$ cat src/rtl/pipe_pkg.sv
// Shared definitions for the elastic pipeline chain: perf counter width and
// the popcount helper used for stage occupancy and kill accounting.
package pipe_pkg;

  localparam int PERF_CNT_W = 32;
  // Widest valid vector popcount() accepts; callers zero-extend into it.
  localparam int POP_MAX_W  = 64;

  function automatic int unsigned popcount(input logic [POP_MAX_W-1:0] bits);
    int unsigned n;
    n = 0;
    for (int i = 0; i < POP_MAX_W; i++) begin
      n += {31'b0, bits[i]};
    end
    return n;
  endfunction

endpackage

$ cat src/rtl/pipe_stage.sv
// One elastic pipeline stage: a valid bit plus payload register. The stage
// loads when its ready is high, otherwise holds (or drops its valid on kill).
module pipe_stage
  import pipe_pkg::*;
#(
  parameter type payload_t = logic [31:0]
) (
  input  logic     clk,
  input  logic     rst_n,
  input  logic     load,
  input  logic     kill,
  input  logic     valid_in,
  input  payload_t data_in,
  output logic     valid,
  output payload_t data,
  output logic     valid_nxt
);

  assign valid_nxt = load ? valid_in : (valid && !kill);

  always_ff @(posedge clk or negedge rst_n) begin
    if (!rst_n) begin
      valid <= 1'b0;
      // NOTE: the payload is reset as well so out_data reads 0 straight out of reset.
      data  <= '0;
    end else begin
      // NOTE: non-blocking assignments here, so every stage samples its
      // neighbour's pre-edge value and the chain shifts by exactly one.
      valid <= valid_nxt;
      if (load && valid_in) begin
        data <= data_in;
      end
    end
  end

endmodule

$ cat src/rtl/elastic_pipe_chain.sv
// DEPTH-stage elastic register chain with valid/ready on both ends, bubble
// collapse and selective flush. ELASTIC_PIPE_PERF_EN adds stall/kill counters.
module elastic_pipe_chain
  import pipe_pkg::*;
#(
  parameter  int DEPTH  = 4,
  parameter  int DATA_W = 32,
  localparam int CNT_W  = $clog2(DEPTH + 1)
) (
  input  logic              clk,
  input  logic              rst_n,
  input  logic              in_valid,
  output logic              in_ready,
  input  logic [DATA_W-1:0] in_data,
  output logic              out_valid,
  input  logic              out_ready,
  output logic [DATA_W-1:0] out_data,
  input  logic              flush,
  input  logic [CNT_W-1:0]  flush_stage,
  output logic [CNT_W-1:0]  occupancy
`ifdef ELASTIC_PIPE_PERF_EN
  ,
  input  logic                  perf_clr,
  output logic [PERF_CNT_W-1:0] perf_stall_cnt,
  output logic [PERF_CNT_W-1:0] perf_kill_cnt
`endif
);

  typedef logic [DATA_W-1:0] pipe_payload_t;

  logic [DEPTH-1:0] v;
  logic [DEPTH-1:0] v_nxt;
  logic [DEPTH-1:0] kill;
  logic [DEPTH-1:0] rdy;
  logic [DEPTH-1:0] load_valid;
  pipe_payload_t    data_q    [DEPTH];
  pipe_payload_t    load_data [DEPTH];

  for (genvar i = 0; i < DEPTH; i++) begin : g_stage
    // Comparing against the raw flush_stage makes values above DEPTH kill everything.
    assign kill[i] = flush && (CNT_W'(i) < flush_stage);
    // Stage i can take new data if any stage from i to the output has a hole.
    assign rdy[i]  = out_ready || !(&v[DEPTH-1:i]);

    if (i == 0) begin : g_entry
      assign load_valid[i] = in_valid && in_ready;
      assign load_data[i]  = in_data;
    end else begin : g_link
      assign load_valid[i] = v[i-1] && !kill[i-1];
      assign load_data[i]  = data_q[i-1];
    end

    pipe_stage #(
      .payload_t (pipe_payload_t)
    ) u_stage (
      .clk       (clk),
      .rst_n     (rst_n),
      .load      (rdy[i]),
      .kill      (kill[i]),
      .valid_in  (load_valid[i]),
      .data_in   (load_data[i]),
      .valid     (v[i]),
      .data      (data_q[i]),
      .valid_nxt (v_nxt[i])
    );
  end

  assign in_ready  = rdy[0] && !flush;
  assign out_valid = v[DEPTH-1] && !kill[DEPTH-1];
  assign out_data  = data_q[DEPTH-1];

  logic [POP_MAX_W-1:0] occ_ext;

  always_comb begin
    // NOTE: full default before the partial write keeps this purely combinational.
    occ_ext              = '0;
    occ_ext[DEPTH-1:0]   = v_nxt;
  end

  always_ff @(posedge clk or negedge rst_n) begin
    if (!rst_n) begin
      occupancy <= '0;
    end else begin
      occupancy <= CNT_W'(popcount(occ_ext));
    end
  end

`ifdef ELASTIC_PIPE_PERF_EN
  logic [POP_MAX_W-1:0]  killed_ext;
  logic [PERF_CNT_W:0]   stall_sum;
  logic [PERF_CNT_W:0]   kill_sum;

  always_comb begin
    killed_ext            = '0;
    killed_ext[DEPTH-1:0] = v & kill;
    stall_sum = {1'b0, perf_stall_cnt} + (PERF_CNT_W + 1)'(out_valid && !out_ready);
    kill_sum  = {1'b0, perf_kill_cnt}  + (PERF_CNT_W + 1)'(popcount(killed_ext));
  end

  // Carry-out of the widened sum signals overflow; the counters then stick at all-ones.
  always_ff @(posedge clk or negedge rst_n) begin
    if (!rst_n) begin
      perf_stall_cnt <= '0;
      perf_kill_cnt  <= '0;
    end else if (perf_clr) begin
      perf_stall_cnt <= '0;
      perf_kill_cnt  <= '0;
    end else begin
      perf_stall_cnt <= stall_sum[PERF_CNT_W] ? '1 : stall_sum[PERF_CNT_W-1:0];
      perf_kill_cnt  <= kill_sum[PERF_CNT_W]  ? '1 : kill_sum[PERF_CNT_W-1:0];
    end
  end
`else
  // Default build carries no performance counters.
`endif

endmodule

$ cat config.mk
export PLATFORM = sky130hd
export DESIGN_NAME = elastic_pipe_chain
export DESIGN_NICKNAME = d
export VERILOG_FILES = /design/src/rtl/pipe_pkg.sv /design/src/rtl/pipe_stage.sv /design/src/rtl/elastic_pipe_chain.sv
export SDC_FILE = /design/constraint.sdc
export NUM_CORES = 1
export LEC_CHECK = 0
export CAP_MARGIN = 15
export CORE_ASPECT_RATIO = 0.5
export CORE_UTILIZATION = 50
export CTS_BUF_LIST = sky130_fd_sc_hd__clkbuf_4 sky130_fd_sc_hd__clkbuf_8
export CTS_CLUSTER_SIZE = 24
export DETAILED_ROUTE_END_ITERATION = 8
export MAX_ROUTING_LAYER = met4
export PLACE_DENSITY = 0.73
export SLEW_MARGIN = 20
export SYNTH_ARGS = -nofsm -noshare
export SYNTH_HDL_FRONTEND = slang
export SYNTH_SLANG_ARGS = --single-unit
$ cat constraint.sdc
create_clock -name clk -period 5.4 [get_ports clk]
set_input_delay 0.81 -clock clk [delete_from_list [all_inputs] [get_ports clk]]
set_output_delay 0.81 -clock clk [all_outputs]
set_load 0.01 [all_outputs]
==> results of run 1 <==
placed cells by master, fill, tap and decap left out, types with 3 or more instances in the layout:
cell type	instances
clkinv_4	3
bufinv_16	5
mux2_2	125
clkbuf_8	17
inv_1	3
dfrtp_1	135
clkdlybuf4s50_1	75
o21ai_0	5
mux2_1	3
clkinvlp_4	3
cell usage after synthesis, drive strengths merged:
master / count / area, µm²
mux2: 128 / 1440
inv: 3 / 11.3
a21oi: 3 / 26.3
nand3b: 2 / 27.5
dfrtp: 135 / 3380
fa: 1 / 20.0
nand3: 1 / 5.00
nor2: 1 / 3.75
ha: 2 / 25.0
clkbuf: 1 / 3.75
and2: 1 / 6.26
o21a: 2 / 15.0
nand2b: 2 / 12.5
nor2b: 1 / 6.26
o31ai: 1 / 21.3
and4b: 1 / 10.0
nand2: 2 / 7.51
buf: 45 / 358
a31o: 1 / 8.76
o21ai: 5 / 25.0
a31oi: 1 / 6.26
o211ai: 1 / 12.5
layer usage:
| metal | vias to the layer above | wire [µm] | part of all wire | track usage |
|---|---|---|---|---|
| li1 | 1261 | - | - | - |
| met1 | 1419 | 4110 | 0.46 | 0.224 |
| met2 | 68 | 4340 | 0.49 | 0.297 |
| met3 | 12 | 402 | 0.045 | 0.0467 |
| met4 | 0 | 95 | 0.011 | 0.0782 |
| met5 | - | 0 | 0 | - |
sequential cells by signal (all words and copies together), names as in the netlist:
register and count:
g_stage.u_stage.data 128, occupancy 3, g_stage.u_stage.valid 4
power by group:
group          leakage [nW]  internal, mW  switching (mW)
clock network         0.223         0.553           0.387
registers              1.63          1.34           0.167
logic                 0.988         0.479           0.232
total                  2.84          2.38           0.786
final cells by class:
cell class	count	area, µm²
multi-input cells	156	1690
clock buffers	17	234
inverters	3	11.3
repair buffers	79	805
fillers	738	3850
clock inverters	15	226
flip-flops and latches	135	3380
well taps	140	175
metrics by stage:
| step | hold WS (ns) | total power [mW] |
|---|---|---|
| after floorplan | 0.452 | 2.03 |
| after global placement | 0.465 | 2.21 |
| after detailed placement | 0.474 | 2.25 |
| after CTS | 0.382 | 3.20 |
| after global routing | 0.406 | 3.34 |
| final | 0.369 | 3.16 |
kinds of logic after synthesis:
logic type,count (synthesis),share of synthesized area
DFF,135,0.622
muxes,128,0.265
adders and majority gates,3,0.00829
and+or+nand+nor,11,0.0145
AOI/OAI and AO/OA,14,0.0212
buffers and inverters,49,0.0686
worst max-delay path by stage:
stage / from / end / slack, ns / depth (start not counted)
2_1_floorplan: out_ready / occupancy[1] / 2.68 / 9
3_3_place_gp: out_ready / occupancy[1] / 2.00 / 9
3_5_place_dp: out_ready / occupancy[1] / 1.88 / 9
4_1_cts: out_ready / in_ready / 2.29 / 4
5_1_grt: flush_stage[2] / occupancy[1] / 2.20 / 6
6_report: out_ready / in_ready / 2.30 / 4
==> results.yml, run 1 <==
drt:
  vias_per_cell: 5.06
  wl_mm: 8.95
  wire_per_inst_um: 16.4
  drc: 0
  firstDrtPassIters: 4
  postRouteAntennaNets: 0
  first_iter_violations: 83
  vias: 2760
power:
  p_per_area_mw_per_mm2: 485
  p_leak_nw: 2.84
  vdd_drop_max_mv: 0.245
timing:
  tns_ns: 0
  setup_violations: 0
  fmax_ghz: 0.323
  drv_slew: 0
  worst_slew_pin_slew_ns: 0.937
  fin_ws_ns: 2.30
  fin_crit_sh: 0.574
  finalHoldViolCount: 0
  max-slew-margin-rel: 0.374
  rsz0062_at_grt: "no"
  clock_skew_ns: 0.00805
  min_period_ns: 3.10
setup_path:
  crit_required_ns: 4.59
  r2r_cells: 8
  crit_slowest_cell: "clkdlybuf4s50_1"
  r2r_slack_ns: 2.74
  crit_type: "in -> out"
  setup.worst_path.end_class: "output port"
  critPathMaxFanout: 5
  crit_arrival_ns: 2.29
  worstPathCellList: "clkdlybuf4s50_1 > and4b_1 > a21oi_1 > clkdlybuf4s50_1"
  r2r-start: "g_stage[2].u_stage.valid"
  timing.rr.end: "occupancy[1]"
  critical-path-top-delay-family: "buffers and inverters"
  worstSetupStartpointType: "primary input"
  slowest_delay_ns: 0.55
  cp_num_buf_inv: 2
  critPathMostFrequentCell: "clkdlybuf4s50_1"
die:
  placementRows: 26
  initial_core_util: 0.523
  die_y_um: 75.7
  io_pins: 77
  core_mm2: 0.0104
  die_w_um: 149
  fp.dieArea_mm2: 0.0113
final_layout:
  fin_nets: 435
  post-route-cell-area_mm2: 0.00652
  drive_gt1_frac: 0.412
  syn_to_final_growth_pct: 20.1
  utilization: 0.629
  n_antenna_cell: 0
  instances_no_fill: 545
global_routing:
  grt_max_degree: 71
  grt_pass1_vias: 3025
  grt.total_usage: 0.184
  antenna_found_initial: 0
  grt_overflow: 0
  grt_pass1_wl_mm: 14.7
logic_synthesis:
  yosysSeqAreaShare: 0.622
  syn-num-nets: 383
  synth_cell_types: 27
  syn_area_mm2: 0.00543
  ys_ff_latch: 135
  ys_warn_count: 0
  synth.avg_cell_area_um2: 16.0
  postSynthCellCount: 340
cts:
  numCtsBuffers: 17
  hold_buffers: 0
  worstSkewPairLatency_ns: 0.42
  htreeDepth: 4
  postCtsSetupBuffers: 0
  path_clk_slew_ns: 0.07
  cts_resized: 0
  clock_path_buffers: 2
  cts.sinks: 135
  tritoncts: "yes"
  cts_root_buf: "clkbuf_8"
min_path:
  hold_path_class: "in -> async"
placed_design:
  port_buffers: 76
  dp_worst_setup_slack_ns: 1.88
  place_hpwl_mm: 5.73
  gp_congestion: 0.887
  dpl.cell_count: 512
  placed_cell_area_mm2: 0.00604
run_status:
  outcome: "completed"
run:
  maxCapViolCount: 0
(Power assumes the default switching activity.)
==> inputs of run 2 (changes only) <==
Clock period 5.4 ns to 2.95 ns, I/O delays scaled along.
==> run 2 against run 1 <==
Sequential share of layout area about the same. Final cell count increased by 0.18%. Largest power group unchanged. Critical endpoint unchanged. Global-route usage decreased by 0.14 points. Register-to-register slack got worse by 2.0 ns. Critical path depth unchanged.
==> results.yml, run 2 (same netlist as run 1, synthesis figures left out) <==
power:
  power_switching_mw: 1.39
  vdd_drop_max_mv: 0.321
  p_per_area_mw_per_mm2: 889
  p_sw_frac: 0.240
  p_int_mw: 4.41
  finalPower_mw: 5.80
  power_frac_comb: 0.225
  power_frac_clock: 0.298
  p_leak_nw: 2.86
  seqPwrFrac: 0.477
cts:
  tritoncts: "yes"
  htreeDepth: 4
  worstSkewPairLatency_ns: 0.42
  clock_path_buffers: 2
  cts_root_buf: "clkbuf_8"
  path_clk_slew_ns: 0.06
  postCtsSetupBuffers: 0
  cts.sinks: 135
  numCtsBuffers: 17
placed_design:
  place_hpwl_mm: 5.72
  gp_congestion: 0.837
  placed_cell_area_mm2: 0.00606
  dp_worst_setup_slack_ns: 0.212
  port_buffers: 76
global_routing:
  grt_overflow: 0
  grt_max_degree: 77
  antenna_found_initial: 0
  grt_pass1_wl_mm: 14.6
  grt_pass1_vias: 2994
  grt.total_usage: 0.182
drt:
  dr.max_layer_used: "met4"
  postRouteAntennaNets: 0
  vias: 2812
  dr_wl_met3_um: 422
  firstDrtPassIters: 5
  drc: 0
  wire_per_inst_um: 16.6
  m1WireLength_mm: 4.02
  vias_per_cell: 5.15
  met2_wirelength_mm: 4.42
  wl_mm: 9.05
  first_iter_violations: 85
setup_path:
  slowest_delay_ns: 0.56
  r2r-start: "g_stage[2].u_stage.valid"
  crit_required_ns: 2.51
  critPathMostFrequentCell: "clkdlybuf4s50_1"
  worstPathCellList: "clkdlybuf4s50_1 > and4b_1 > a21oi_1 > clkdlybuf4s50_1"
  r2r_cells: 7
  worstSetupStartpointType: "primary input"
  setup.worst_path.end_class: "output port"
  timing.rr.end: "occupancy[1]"
  crit_type: "in -> out"
  crit_slowest_cell: "clkdlybuf4s50_1"
  crit_arrival_ns: 2.00
  critPathMaxFanout: 5
  r2r_slack_ns: 0.74
die:
  die_w_um: 149
  die_y_um: 75.7
  core_mm2: 0.0104
  initial_core_util: 0.523
  fp.dieArea_mm2: 0.0113
  placementRows: 26
  io_pins: 77
final_layout:
  n_antenna_cell: 0
  utilization: 0.629
  fin_nets: 437
  layout_common_cells: "dfrtp_1, mux2_2, clkdlybuf4s50_1, clkbuf_8"
  drive_gt1_frac: 0.411
  largest_register_ffs: 128
  layout.cells.most_common: "dfrtp_1"
  largest_register: "g_stage.u_stage.data"
  syn_to_final_growth_pct: 20.2
  post-route-cell-area_mm2: 0.00653
  reg_top3: "g_stage.u_stage.data (128), g_stage.u_stage.valid (4), occupancy (3)"
min_path:
  holdCritStartpoint: "g_stage[0].u_stage.data[20]"
  whs_endpoint: "g_stage[0].u_stage.data[20]"
  hold_path_class: "reg -> reg"
  hold_path_depth: 1
run:
  maxCapViolCount: 0
timing:
  setup_violations: 0
  drv_slew: 0
  finalHoldViolCount: 0
  max-slew-margin-rel: 0.635
  fin_crit_sh: 0.829
  rsz0062_at_grt: "no"
  fin_ws_ns: 0.505
  worst_slew_pin_slew_ns: 0.547
  fmax_ghz: 0.409
  clock_skew_ns: 0.00898
  min_period_ns: 2.44
  tns_ns: 0
run_status:
  outcome: "completed"
[run 2: power by group through the flow]
stage | logic (mW) | clock network, mW | registers [mW]
final | 1.31 | 1.73 | 2.77
after global routing | 1.41 | 1.86 | 2.84
after CTS | 1.33 | 1.78 | 2.77
after detailed placement | 1.33 | 0 | 2.81
after global placement | 1.28 | 0 | 2.76
after floorplan | 1.02 | 0 | 2.69
[run 2: worst max path at each step]
stage	startpoint	to	slack (ns)	cells past startpoint
3_5_place_dp	flush_stage[2]	occupancy[1]	0.21	8
4_1_cts	out_ready	in_ready	0.51	4
5_1_grt	out_ready	in_ready	0.45	4
3_3_place_gp	flush_stage[2]	occupancy[1]	0.35	8
2_1_floorplan	out_ready	occupancy[1]	0.59	9
6_report	out_ready	in_ready	0.51	4
[run 2: final cells by class]
cell class / instances / area [µm²]
clock buffers: 22 / 284
inverters: 3 / 11.3
repair buffers: 81 / 815
well taps: 140 / 175
flip-flops and latches: 135 / 3380
fillers: 771 / 3850
multi-input cells: 156 / 1690
clock inverters: 9 / 173
[run 2: stage by stage]
stage / hold WS, ns / std cells
after floorplan: 0.147 / 340
after global placement: 0.442 / 514
after detailed placement: 0.454 / 514
after CTS: 0.494 / 546
after global routing: 0.515 / 546
final: 0.493 / 546
[run 2: worst max-delay path, delay by kind of cell]
kind / cells / cell delay (ns)
buffers and inverters: 2 / 1.07
AO/OA/AOI/OAI: 1 / 0.19
AND/OR/NAND/NOR: 1 / 0.30
[run 2: what timing repair did]
item,in CTS,in global routing
endpoints found under the hold margin,49,0
hold buffers,1,0
resized for setup,0,0
[run 2: per-layer routing]
layer,global-route usage,up-vias
met4,0.0896,0
met2,0.290,74
met1,0.215,1446
met5,-,-
met3,0.0569,22
li1,-,1270
==> inputs of run 3 (changes only) <==
Settings changed: PLACE_DENSITY 0.73 to 0.76.
Clock period 2.95 ns to 2 ns, I/O delays scaled along.
==> run 3 against run 2 <==
Clock power is 42% higher. Sequential power up 48%. Sequential cell count unchanged. Combinational power increased by 51%. Critical endpoint is now occupancy[1]. Final cell count grew 3.8%. Power up 47%. The flow now finishes with violations (negative setup slack). Register-to-register slack lost 0.76 ns. Critical path depth rose by 4.
==> results.yml, run 3 (same netlist as run 1, synthesis figures left out) <==
run_status:
  outcome: "complete, but fails checks"
  violations: "negative setup slack"
final_layout:
  multi_input_area_mm2: 0.00173
  largest_register_ffs: 128
  largest_register: "g_stage.u_stage.data"
  syn_to_final_growth_pct: 24.5
  post-route-cell-area_mm2: 0.00676
  reg_top3: "g_stage.u_stage.data (128), g_stage.u_stage.valid (4), occupancy (3)"
  layout.cells.most_common: "dfrtp_1"
  drive_gt1_frac: 0.454
  instances_no_fill: 567
  utilization: 0.652
  n_antenna_cell: 0
  fin_nets: 457
  layout_common_cells: "dfrtp_1, mux2_2, clkdlybuf4s50_1, clkbuf_8, buf_4"
  seqCellArea_mm2: 0.00338
  fillerInstances: 720
global_routing:
  grt_pass1_wl_mm: 16.2
  grt_max_degree: 72
  grt_pass1_vias: 3293
  grt_overflow: 0
  grt.total_usage: 0.203
  antenna_found_initial: 0
timing:
  worst_slew_pin_slew_ns: 0.497
  fin_ws_ns: -0.0234
  setup_violations: 1
  fmax_ghz: 0.494
  min_period_ns: 2.02
  fin_crit_sh: 1.01
  max-slew-margin-rel: 0.669
  drv_slew: 0
  rsz0062_at_grt: "yes"
  tns_ns: -0.0234
  finalHoldViolCount: 0
  clock_skew_ns: 0.00559
setup_path:
  crit_type: "reg -> reg"
  slowest_delay_ns: 0.51
  cp_num_buf_inv: 2
  setup.worst_path.end_class: "register"
  crit_arrival_ns: 2.34
  crit_required_ns: 2.32
  worstPathCellList: "and4b_2 > buf_6 > a21oi_4 > a31oi_4 > fa_1 > inv_1 > ha_2 > ha_4"
  critical-path-top-delay-family: "adder cells"
  r2r-start: "g_stage[2].u_stage.valid"
  startpoint: "g_stage[2].u_stage.valid"
  critPathMaxFanout: 2
  worstSetupStartpointType: "register"
  crit_slowest_cell: "fa_1"
power:
  p_per_area_mw_per_mm2: 1260
  p_leak_nw: 2.97
  vdd_drop_max_mv: 0.599
drt:
  firstDrtPassIters: 4
  vias_per_cell: 5.11
  wl_mm: 9.56
  wire_per_inst_um: 16.9
  drc: 0
  first_iter_violations: 52
  vias: 2895
  postRouteAntennaNets: 0
placed_design:
  place_hpwl_mm: 6.50
  placed_cell_area_mm2: 0.00628
  dpl.cell_count: 532
  gp_congestion: 0.849
  port_buffers: 76
cts:
  path_clk_slew_ns: 0.07
  cts_root_buf: "clkbuf_8"
  tritoncts: "yes"
  clock_path_buffers: 2
  numCtsBuffers: 17
  cts.sinks: 135
  worstSkewPairLatency_ns: 0.43
  htreeDepth: 4
die:
  die_y_um: 75.7
  fp.dieArea_mm2: 0.0113
  die_w_um: 149
  io_pins: 77
  core_mm2: 0.0104
  placementRows: 26
  initial_core_util: 0.523
min_path:
  hold_path_class: "in -> async"
run:
  maxCapViolCount: 0
-- run 3: timing repair --
action                                 in CTS  in global routing
gates resized for setup                    10                  1
pin swaps                                   2                  1
hold buffers                                1                  0
setup endpoints to repair                   4                  3
endpoints found under the hold margin      29                  0
buffers inserted                            2                  0
-- run 3: path summary, 6_finish.rpt --
path                                               end  slack [ns]  cells after the start
setup / recovery                          occupancy[1]       -0.02                      8
hold / removal              g_stage[1].u_stage.data[1]        0.32                      2
setup reg to reg                          occupancy[1]       -0.02                      8
hold reg to reg             g_stage[3].u_stage.data[1]        0.49                      1
max in group asynchronous  g_stage[2].u_stage.data[10]        0.96                      3
min in group clk            g_stage[0].u_stage.data[0]        0.48                      2
-- run 3: power breakdown --
| group | total [mW] | switching, mW | internal (mW) | leakage [nW] |
|---|---|---|---|---|
| clock network | 2.45 | 1.02 | 1.44 | 0.218 |
| registers | 4.09 | 0.463 | 3.63 | 1.63 |
| logic | 1.98 | 0.654 | 1.32 | 1.12 |
| total | 8.53 | 2.13 | 6.39 | 2.97 |
-- run 3: cell type report --
type,instances,share of cell area
sequential,135,0.500
multi-input combinational,156,0.256
timing repair buffer,101,0.151
clock buffer,20,0.0398
clock inverter,12,0.0259
tap,140,0.0259
inverter,3,0.00167
-- run 3: metal layers --
layer	part of all wire	track usage
met1	0.42	0.227
met2	0.53	0.348
met3	0.032	0.0479
met4	0.022	0.105
met5	0	-
-- run 3: per-stage QoR --
| stage | hold slack, ns | setup WS [ns] | power, mW |
|---|---|---|---|
| finish | 0.324 | -0.0234 | 8.53 |
| global route | 0.326 | -0.0774 | 9.02 |
| CTS | 0.306 | -0.0335 | 8.64 |
| detailed placement | 0.191 | -0.585 | 6.16 |
| global placement | 0.186 | -0.393 | 6.00 |
| floorplan | 0.00441 | -0.185 | 5.48 |
